File: src/rtl/alu_issue_ctrl_if.sv
// alu_issue_ctrl_if: bundles every non-clock signal of the execute-issue
// stage.
//   in_*   : decode -> issue valid/ready handshake (instruction in)
//   alu_*  : issue -> ALU operands/control, ALU -> issue result/flags
//   out_*  : issue -> writeback/branch valid/ready handshake
//   slt_flag: sticky compare flag
// The slave modport is the issue stage itself. The master modport is the
// surrounding environment (decode, ALU, writeback).
interface alu_issue_ctrl_if #(
    parameter int unsigned DW  = 8,
    parameter int unsigned OPW = 4
);
    logic           in_valid;
    logic           in_ready;
    logic [OPW-1:0] in_opcode;
    logic [DW-1:0]  in_data1;
    logic [DW-1:0]  in_data2;
    logic [1:0]     in_rd;

    logic [2:0]     alu_ctrl;
    logic [DW-1:0]  alu_data1;
    logic [DW-1:0]  alu_data2;
    logic [DW-1:0]  alu_result;
    logic           alu_zero;
    logic           alu_slt;

    logic           out_valid;
    logic           out_ready;
    logic [DW-1:0]  out_result;
    logic [1:0]     out_rd;
    logic           out_wr_en;
    logic           out_mem_rd;
    logic           out_mem_wr;
    logic           out_branch_taken;
    logic           out_illegal;
    logic           slt_flag;

    modport slave (
        input  in_valid, in_opcode, in_data1, in_data2, in_rd,
        input  alu_result, alu_zero, alu_slt,
        input  out_ready,
        output in_ready,
        output alu_ctrl, alu_data1, alu_data2,
        output out_valid, out_result, out_rd, out_wr_en, out_mem_rd,
        output out_mem_wr, out_branch_taken, out_illegal, slt_flag
    );

    modport master (
        output in_valid, in_opcode, in_data1, in_data2, in_rd,
        output alu_result, alu_zero, alu_slt,
        output out_ready,
        input  in_ready,
        input  alu_ctrl, alu_data1, alu_data2,
        input  out_valid, out_result, out_rd, out_wr_en, out_mem_rd,
        input  out_mem_wr, out_branch_taken, out_illegal, slt_flag
    );
endinterface

File: src/rtl/alu_issue_ctrl.sv
// alu_issue_ctrl: execute-issue stage in front of the 8-bit ALU.
// This stage accepts a decoded instruction and registers its operands. It
// drives the ALU control code for one cycle, captures the combinational ALU
// result and flags, and then offers them to writeback. The writeback side
// can hold the result off with out_ready.
// Ports:
//   clk   - rising-edge clock
//   rst_n - asynchronous active-low reset
//   bus   - alu_issue_ctrl_if.slave (instruction in, ALU side, writeback out)
module alu_issue_ctrl #(
    parameter int unsigned DW  = 8,
    parameter int unsigned OPW = 4
) (
    input  logic             clk,
    input  logic             rst_n,
    alu_issue_ctrl_if.slave  bus
);
    typedef enum logic [1:0] {IDLE, EXEC, WB} state_t;

    state_t     state;
    logic       accept;

    // Decoded attributes of the incoming opcode.
    logic [2:0] dec_ctrl;
    logic       dec_wr, dec_mrd, dec_mwr, dec_br, dec_cmp, dec_ill;

    // Attributes of the instruction in flight. They are applied when its
    // result is captured.
    logic [1:0] rd_q;
    logic       wr_q, mrd_q, mwr_q, br_q, cmp_q, ill_q;

    always_comb begin
        bus.in_ready = (state == IDLE) | ((state == WB) & bus.out_ready);
        accept       = bus.in_valid & bus.in_ready;
    end

    always_comb begin
        dec_ctrl = 3'b000;
        dec_wr   = 1'b0;
        dec_mrd  = 1'b0;
        dec_mwr  = 1'b0;
        dec_br   = 1'b0;
        dec_cmp  = 1'b0;
        dec_ill  = 1'b0;
        case (bus.in_opcode)
            OPW'(0), OPW'(1): begin dec_ctrl = 3'b001; dec_wr = 1'b1; end
            OPW'(2):          begin dec_ctrl = 3'b010; dec_wr = 1'b1; end
            OPW'(3):          begin dec_ctrl = 3'b011; dec_cmp = 1'b1; end
            OPW'(4):          begin dec_ctrl = 3'b100; dec_wr = 1'b1; end
            OPW'(5):          begin dec_ctrl = 3'b101; dec_wr = 1'b1; end
            OPW'(6):          begin dec_ctrl = 3'b110; dec_br = 1'b1; end
            OPW'(7): begin
                dec_ctrl = 3'b111;
                dec_mrd  = 1'b1;
                dec_wr   = 1'b1;
            end
            OPW'(8):          begin dec_ctrl = 3'b111; dec_mwr = 1'b1; end
            default:          dec_ill = 1'b1;
        endcase
    end

    always_ff @(posedge clk or negedge rst_n) begin
        if (!rst_n) begin
            state                <= IDLE;
            rd_q                 <= '0;
            wr_q                 <= 1'b0;
            mrd_q                <= 1'b0;
            mwr_q                <= 1'b0;
            br_q                 <= 1'b0;
            cmp_q                <= 1'b0;
            ill_q                <= 1'b0;
            bus.alu_ctrl         <= '0;
            bus.alu_data1        <= '0;
            bus.alu_data2        <= '0;
            bus.out_valid        <= 1'b0;
            bus.out_result       <= '0;
            bus.out_rd           <= '0;
            bus.out_wr_en        <= 1'b0;
            bus.out_mem_rd       <= 1'b0;
            bus.out_mem_wr       <= 1'b0;
            bus.out_branch_taken <= 1'b0;
            bus.out_illegal      <= 1'b0;
            bus.slt_flag         <= 1'b0;
        end else begin
            case (state)
                IDLE: begin
                    if (bus.in_valid) state <= EXEC;
                end
                EXEC: begin
                    bus.out_valid        <= 1'b1;
                    bus.out_result       <= bus.alu_result;
                    bus.out_rd           <= rd_q;
                    bus.out_wr_en        <= wr_q;
                    bus.out_mem_rd       <= mrd_q;
                    bus.out_mem_wr       <= mwr_q;
                    bus.out_branch_taken <= br_q & bus.alu_zero;
                    bus.out_illegal      <= ill_q;
                    if (cmp_q) bus.slt_flag <= bus.alu_slt;
                    // Drop the control code once the result is captured, so
                    // that it already reads 000 if the next state is IDLE.
                    bus.alu_ctrl         <= '0;
                    state                <= WB;
                end
                WB: begin
                    if (bus.out_ready) begin
                        bus.out_valid <= 1'b0;
                        state         <= bus.in_valid ? EXEC : IDLE;
                    end
                end
                default: state <= IDLE;
            endcase

            // accept is only ever high in IDLE or WB, never in EXEC. This
            // write therefore cannot collide with the alu_ctrl clear above.
            if (accept) begin
                bus.alu_ctrl  <= dec_ctrl;
                bus.alu_data1 <= bus.in_data1;
                bus.alu_data2 <= bus.in_data2;
                rd_q          <= bus.in_rd;
                wr_q          <= dec_wr;
                mrd_q         <= dec_mrd;
                mwr_q         <= dec_mwr;
                br_q          <= dec_br;
                cmp_q         <= dec_cmp;
                ill_q         <= dec_ill;
            end
        end
    end
endmodule

File: src/flat_wrapper.sv
// flat-port wrapper written by rule: the top's interface ports become plain ports
module alu_issue_ctrl_flat 
#(
    parameter int unsigned DW  = 8,
    parameter int unsigned OPW = 4
)
  (clk, rst_n, bus_in_valid, bus_in_opcode, bus_in_data1, bus_in_data2, bus_in_rd, bus_alu_result, bus_alu_zero, bus_alu_slt, bus_out_ready, bus_in_ready, bus_alu_ctrl, bus_alu_data1, bus_alu_data2, bus_out_valid, bus_out_result, bus_out_rd, bus_out_wr_en, bus_out_mem_rd, bus_out_mem_wr, bus_out_branch_taken, bus_out_illegal, bus_slt_flag);
  alu_issue_ctrl_if #(.DW(DW), .OPW(OPW)) bus_i ();
  input  logic clk;
  input  logic rst_n;
  input wire logic [$bits(bus_i.in_valid)-1:0] bus_in_valid;
  input wire logic [$bits(bus_i.in_opcode)-1:0] bus_in_opcode;
  input wire logic [$bits(bus_i.in_data1)-1:0] bus_in_data1;
  input wire logic [$bits(bus_i.in_data2)-1:0] bus_in_data2;
  input wire logic [$bits(bus_i.in_rd)-1:0] bus_in_rd;
  input wire logic [$bits(bus_i.alu_result)-1:0] bus_alu_result;
  input wire logic [$bits(bus_i.alu_zero)-1:0] bus_alu_zero;
  input wire logic [$bits(bus_i.alu_slt)-1:0] bus_alu_slt;
  input wire logic [$bits(bus_i.out_ready)-1:0] bus_out_ready;
  output wire logic [$bits(bus_i.in_ready)-1:0] bus_in_ready;
  output wire logic [$bits(bus_i.alu_ctrl)-1:0] bus_alu_ctrl;
  output wire logic [$bits(bus_i.alu_data1)-1:0] bus_alu_data1;
  output wire logic [$bits(bus_i.alu_data2)-1:0] bus_alu_data2;
  output wire logic [$bits(bus_i.out_valid)-1:0] bus_out_valid;
  output wire logic [$bits(bus_i.out_result)-1:0] bus_out_result;
  output wire logic [$bits(bus_i.out_rd)-1:0] bus_out_rd;
  output wire logic [$bits(bus_i.out_wr_en)-1:0] bus_out_wr_en;
  output wire logic [$bits(bus_i.out_mem_rd)-1:0] bus_out_mem_rd;
  output wire logic [$bits(bus_i.out_mem_wr)-1:0] bus_out_mem_wr;
  output wire logic [$bits(bus_i.out_branch_taken)-1:0] bus_out_branch_taken;
  output wire logic [$bits(bus_i.out_illegal)-1:0] bus_out_illegal;
  output wire logic [$bits(bus_i.slt_flag)-1:0] bus_slt_flag;
  assign bus_i.in_valid = bus_in_valid;
  assign bus_i.in_opcode = bus_in_opcode;
  assign bus_i.in_data1 = bus_in_data1;
  assign bus_i.in_data2 = bus_in_data2;
  assign bus_i.in_rd = bus_in_rd;
  assign bus_i.alu_result = bus_alu_result;
  assign bus_i.alu_zero = bus_alu_zero;
  assign bus_i.alu_slt = bus_alu_slt;
  assign bus_i.out_ready = bus_out_ready;
  assign bus_in_ready = bus_i.in_ready;
  assign bus_alu_ctrl = bus_i.alu_ctrl;
  assign bus_alu_data1 = bus_i.alu_data1;
  assign bus_alu_data2 = bus_i.alu_data2;
  assign bus_out_valid = bus_i.out_valid;
  assign bus_out_result = bus_i.out_result;
  assign bus_out_rd = bus_i.out_rd;
  assign bus_out_wr_en = bus_i.out_wr_en;
  assign bus_out_mem_rd = bus_i.out_mem_rd;
  assign bus_out_mem_wr = bus_i.out_mem_wr;
  assign bus_out_branch_taken = bus_i.out_branch_taken;
  assign bus_out_illegal = bus_i.out_illegal;
  assign bus_slt_flag = bus_i.slt_flag;
  alu_issue_ctrl #(.DW(DW), .OPW(OPW)) u_core (.clk(clk), .rst_n(rst_n), .bus(bus_i));
endmodule
File: config.mk
export PLATFORM = sky130hd
export DESIGN_NAME = alu_issue_ctrl_flat
export DESIGN_NICKNAME = d
export VERILOG_FILES = /design/src/rtl/alu_issue_ctrl_if.sv /design/src/rtl/alu_issue_ctrl.sv /design/src/flat_wrapper.sv
export SDC_FILE = /design/constraint.sdc
export NUM_CORES = 1
export LEC_CHECK = 0
export CAP_MARGIN = 20
export CORE_MARGIN = 5
export CORE_UTILIZATION = 43
export CTS_CLUSTER_SIZE = 25
export DETAILED_ROUTE_END_ITERATION = 7
export GPL_ROUTABILITY_DRIVEN = 0
export PLACE_DENSITY_LB_ADDON = 0.15
export SLEW_MARGIN = 20
export SYNTH_ARGS = -nofsm -noshare
export SYNTH_HDL_FRONTEND = slang
export SYNTH_SLANG_ARGS = --single-unit
File: constraint.sdc
create_clock -name clk -period 2 [get_ports clk]
set_input_delay 0.2 -clock clk [delete_from_list [all_inputs] [get_ports clk]]
set_output_delay 0.2 -clock clk [all_outputs]
set_load 0.01 [all_outputs]
# --- Word level (Yosys, flattened, before mapping) ---
# Index checks and enable logic that the tools add are counted.
totals:
  register_bits: 46
  inputBits: 36
  output_inout_bits: 37
  elab_cells: 62
op_classes:
  eq_ne: 12
  muxes: 15
  n_bitwise: 4
  n_reduce_logical: 11
ops:
  columns: ["cell", "count"]
  rows:
  - ["$pmux W3 S7", 1]
  - ["$eq A4 B3 Y1 const B", 4]
  - ["$reduce_or A9 Y1", 1]
  - ["$eq A4 B2 Y1 const B", 2]
  - ["$mux W1", 8]
  - ["$mux W3", 2]
  - ["$pmux W2 S3", 1]
  - ["$reduce_and A2 Y1", 3]
  - ["$reduce_or A6 Y1", 1]
  - ["$eq A4 B1 Y1 const B", 1]
  - ["$eq A4 B4 Y1 const B", 1]
  - ["$logic_not A4 Y1", 1]
  - ["$mux W2", 2]
  - ["$ne A2 B2 Y1 const B", 2]
  - ["$reduce_bool A2 Y1", 2]
  - ["$reduce_or A2 Y1", 2]
  - ["$and A1 B1 Y1", 3]
  - ["$eq A2 B1 Y1 const B", 1]
  - ["$eq A2 B2 Y1 const B", 1]
  - ["$logic_not A2 Y1", 1]
  - ["$pmux W1 S2", 1]
  - ["$or A1 B1 Y1", 1]

# --- Longest topological paths before layout ---
depth:
  word_depth: 5
  mapped_depth: 5
  mapped_depth_nobuf: 3

# --- Worst setup path before layout ---
# Ideal clock, no wire load.
synth_timing:
  path_kind: "reg2reg"
  start: "register u_core.state[1]"
  end: "register u_core.bus.alu_data1[2]"
  setup_time_ns: 0.125
  arrival_time_ns: 1.286
  t_required_ns: 1.875
  path_slack_ns: 0.589
  stages_incl_launch_ff: 6
  path_buffers: 2
  synth_period_minus_slack_ns: 1.411
  path_cell_list: "dfrtp_1 > nor2b_4 > nor3b_2 > buf_6 > buf_12 > mux2_4"
synth_between:
  elab_chain_len: 4
  elab_cells_between_ends: 5
  classes_between: "eq/ne: 1; bitwise: 3; reduce/logical: 1"
synth_lines:
  columns: ["item", "line", "source"]
  rows:
  - ["start, declared", "alu_issue_ctrl.sv:20", "state_t state;"]
  - ["start signal, assigned", "alu_issue_ctrl.sv:107", "state <= bus.in_valid ? EXEC : IDLE;"]
  - ["$eq A2 B2 Y1", "alu_issue_ctrl.sv:33", "bus.in_ready = (state == IDLE) | ((state == WB) & bus.out_ready);"]
  - ["$and A1 B1 Y1", "alu_issue_ctrl.sv:33", null]
  - ["$or A1 B1 Y1 *", "alu_issue_ctrl.sv:33", null]
  - ["$and A1 B1 Y1 *", "alu_issue_ctrl.sv:34", "accept = bus.in_valid & bus.in_ready;"]
  - ["end signal, assigned", "alu_issue_ctrl.sv:117", "bus.alu_data1 <= bus.in_data1;"]
  - ["end, declared", "alu_issue_ctrl_if.sv:43", "output alu_ctrl, alu_data1, alu_data2,"]
# Every way passes the cells marked *; elsewhere a longest branch is shown, timed or not.
# A chain may end at the register's enable or synchronous reset.

# --- Worst setup path in the final report ---
layout_timing:
  start: "register u_core.state[1]"
  end: "output bus_in_ready"
layout_between:
  elab_chain_len: 3
  elab_cells_between_ends: 4
  classes_between: "eq/ne: 1; bitwise: 2; reduce/logical: 1"
layout_lines:
  columns: ["item", "line", "source"]
  rows:
  - ["$eq A2 B2 Y1", "alu_issue_ctrl.sv:33", null]
  - ["$and A1 B1 Y1", "alu_issue_ctrl.sv:33", null]
  - ["$or A1 B1 Y1 *", "alu_issue_ctrl.sv:33", null]
  - ["end, declared", "flat_wrapper.sv:20", "output wire logic [$bits(bus_i.in_ready)-1:0] bus_in_ready;"]
# Marked as above.

==> impl_metrics.env <==
export IMPL_clock_sinks=46
export IMPL_syn_instance_count=154
export IMPL_rows=24
export IMPL_hpwl_mm=3.22
export IMPL_clock_skew_ps=2.25
export IMPL_synth_seq_area_share_pct=59.6
export IMPL_synthTopCellsByArea="dfrtp_1 (60%), mux2_4 (12%), nand2_1 (9.7%)"
export IMPL_grt_overflow=0
export IMPL_drt_iter0_drc=42
export IMPL_grt_pass1_wl_mm=7.48
export IMPL_vias=1363
export IMPL_first_global_vias=1535
export IMPL_cts_htree_levels=2
export IMPL_instances_no_fill=284
export IMPL_p_leak_nw=1.28
export IMPL_ctsResizeCount=0
export IMPL_maxCapViolCount=0
export IMPL_post_cts_setup_buffers=0
export IMPL_die_y_um=77.0
export IMPL_worst_slew_pin_slew_ps=749
export IMPL_synth_top_area_share_pct=59.6
export IMPL_post_route_period_util_pct=86.3
export IMPL_post_route_drc_count=0
export IMPL_syn_area_per_cell_um2=12.5
export IMPL_wirelength_mm=4.34
export IMPL_portBuffers=72
export IMPL_startpoint_type="flop"
export IMPL_critPathKind="reg2out"
export IMPL_final_core_util_pct=63.8
export IMPL_vdd_drop_max_v=0.000604
export IMPL_placed_area_um2=2680
export IMPL_avgRoutedWirePerCell_um=15.3
export IMPL_antenna_cells=0
export IMPL_synth_cell_area_um2=1930
export IMPL_finalSetupViolations=0
export IMPL_drtPass1Iterations=4
export IMPL_coreArea_um2=4350
export IMPL_fin_setup_tns_ps=0
export IMPL_grt_max_degree=25
export IMPL_routed_via_density=4.80
export IMPL_ys_warn_count=0
export IMPL_io_pins=73
export IMPL_area_delta_synth_final_pct=43.9
export IMPL_status="complete, no violations"
export IMPL_crit_path_end_kind="primary output"
export IMPL_die_x_um=77.0
export IMPL_r2r_cells=4
export IMPL_ant_nets=0
export IMPL_yosys_register_bits=46
export IMPL_clock_fmax_ghz=0.579
export IMPL_insertion_delay_ps=290
export IMPL_hold_path_class="in2async"
export IMPL_start_util_pct=44.3
export IMPL_slew_headroom_pct=50.1
export IMPL_synth_cell_types=24
export IMPL_p_per_area_nw_per_um2=1080
export IMPL_design_area_um2=2780
export IMPL_path_max_fanout=6
export IMPL_place_inst=275
export IMPL_antenna_found_initial=0
export IMPL_worst_ep_required_time_ps=1800
export IMPL_grt_setup_unrepaired="false"
export IMPL_yosysTopAreaCell="dfrtp_1"
export IMPL_finish_net_count=267
export IMPL_worstPathArrival_ps=1530
export IMPL_drv_slew=0
export IMPL_ctsRootBufferMaster="clkbuf_8"
export IMPL_fp_dieArea_um2=5930
export IMPL_finalHoldViolCount=0
export IMPL_clk_path_buf_depth=2
export IMPL_mappedNetlistNets=190
export IMPL_cts_tree="done"
export IMPL_layout_drive_gt1_share_pct=17.2
export IMPL_grt_usage_pct=15.8
export IMPL_clk_pin_slew_ps=80
export IMPL_cts_buffers_inserted=5
export IMPL_period_minus_slack_ps=1730
cell families after synthesis:
kind of cell,count (synthesis),share of synthesized area [%]
AND/OR/NAND/NOR,63,14.8
flip-flops,46,59.6
multiplexers,28,19.2
buffers and inverters,9,4.08
AO/OA/AOI/OAI,7,1.81
XOR/XNOR,1,0.454
final cells by class:
| cell class | instances | area (um^2) |
|---|---|---|
| clock inverter | 1 | 5.00 |
| multi-input combinational | 99 | 707 |
| clock buffer | 7 | 86.3 |
| fill | 337 | 1580 |
| tap | 52 | 65.1 |
| sequential | 46 | 1150 |
| inverter | 2 | 7.51 |
| timing repair buffer | 77 | 756 |
sequential cells by signal (all words and copies together) (netlist names):
name                         cells
u_core.wr_q                      1
u_core.bus.out_rd                2
u_core.ill_q                     1
u_core.mrd_q                     1
u_core.bus.alu_ctrl              3
u_core.bus.slt_flag              1
u_core.bus.out_mem_wr            1
u_core.bus.out_illegal           1
u_core.bus.out_result            8
u_core.mwr_q                     1
u_core.bus.out_branch_taken      1
u_core.rd_q                      2
u_core.br_q                      1
u_core.bus.out_mem_rd            1
u_core.bus.alu_data2             8
u_core.cmp_q                     1
u_core.bus.alu_data1             8
u_core.bus.out_valid             1
u_core.state                     2
u_core.bus.out_wr_en             1
power by group:
part / total [mW] / internal (mW) / switching, mW
clock: 0.571 / 0.279 / 0.292
combinational: 1.11 / 0.680 / 0.426
sequential: 1.34 / 1.19 / 0.148
per-stage QoR:
step / power [mW] / hold slack [ps] / worst slack [ps]
detailed placement: 2.48 / 210 / 240
CTS: 3.06 / 426 / 251
floorplan: 1.85 / -95.6 / 589
finish: 3.01 / 417 / 274
global route: 3.21 / 449 / 217
global placement: 2.44 / 200 / 273
repair_timing:
action,4_1_cts,5_1_grt
hold buffers,1,0
endpoints found under the setup margin,0,0
endpoints found under the hold margin,22,0
synth_stat cells, drive strengths merged:
master / instances
clkbuf: 1
nor3b: 2
nor2: 2
nand3: 1
inv: 2
o21ai: 1
a21oi: 6
and2b: 1
xor2: 1
nand2: 50
dfrtp: 46
nor3: 2
mux2i: 3
nand2b: 1
or2b: 1
nor4b: 1
buf: 6
nor2b: 1
mux2: 25
nor4bb: 1
critical path, cell delays in order (launching register included):
cell             delay (ps)
dfrtp_1                 430
nor2b_4                 160
nor2_1                   90
clkdlybuf4s50_1         550
placed cells by master (no fill, tap or decap), types with 3 or more instances in the layout:
cell type and instances:
a21oi_1 6, buf_4 4, clkbuf_8 6, clkdlybuf4s50_1 71, dfrtp_1 46, mux2_2 9, mux2_4 16, mux2i_1 3
nand2_1 50
metal layers:
metal	vias up	part of all wire [%]	routed length, um	track usage, %
li1	653	-	-	-
met1	656	44	1910	19.2
met2	49	47	2040	26.0
met3	5	7.5	323	5.62
met4	0	1.3	57	5.50
met5	-	0	0	0
final timing paths:
kind / from / slack [ps] / endpoint
max: u_core.state[1] / 270 / bus_in_ready
min: rst_n / 420 / u_core.bus.alu_data1[4]
max reg2reg: u_core.state[1] / 460 / u_core.bus.alu_data1[1]
min reg2reg: u_core.bus.out_branch_taken / 480 / u_core.bus.out_branch_taken
max in group asynchronous: rst_n / 1010 / u_core.bus.out_result[6]
min in group clk: bus_alu_result[6] / 440 / u_core.bus.out_result[6]
Note: power is estimated with default switching activity, not from simulation.
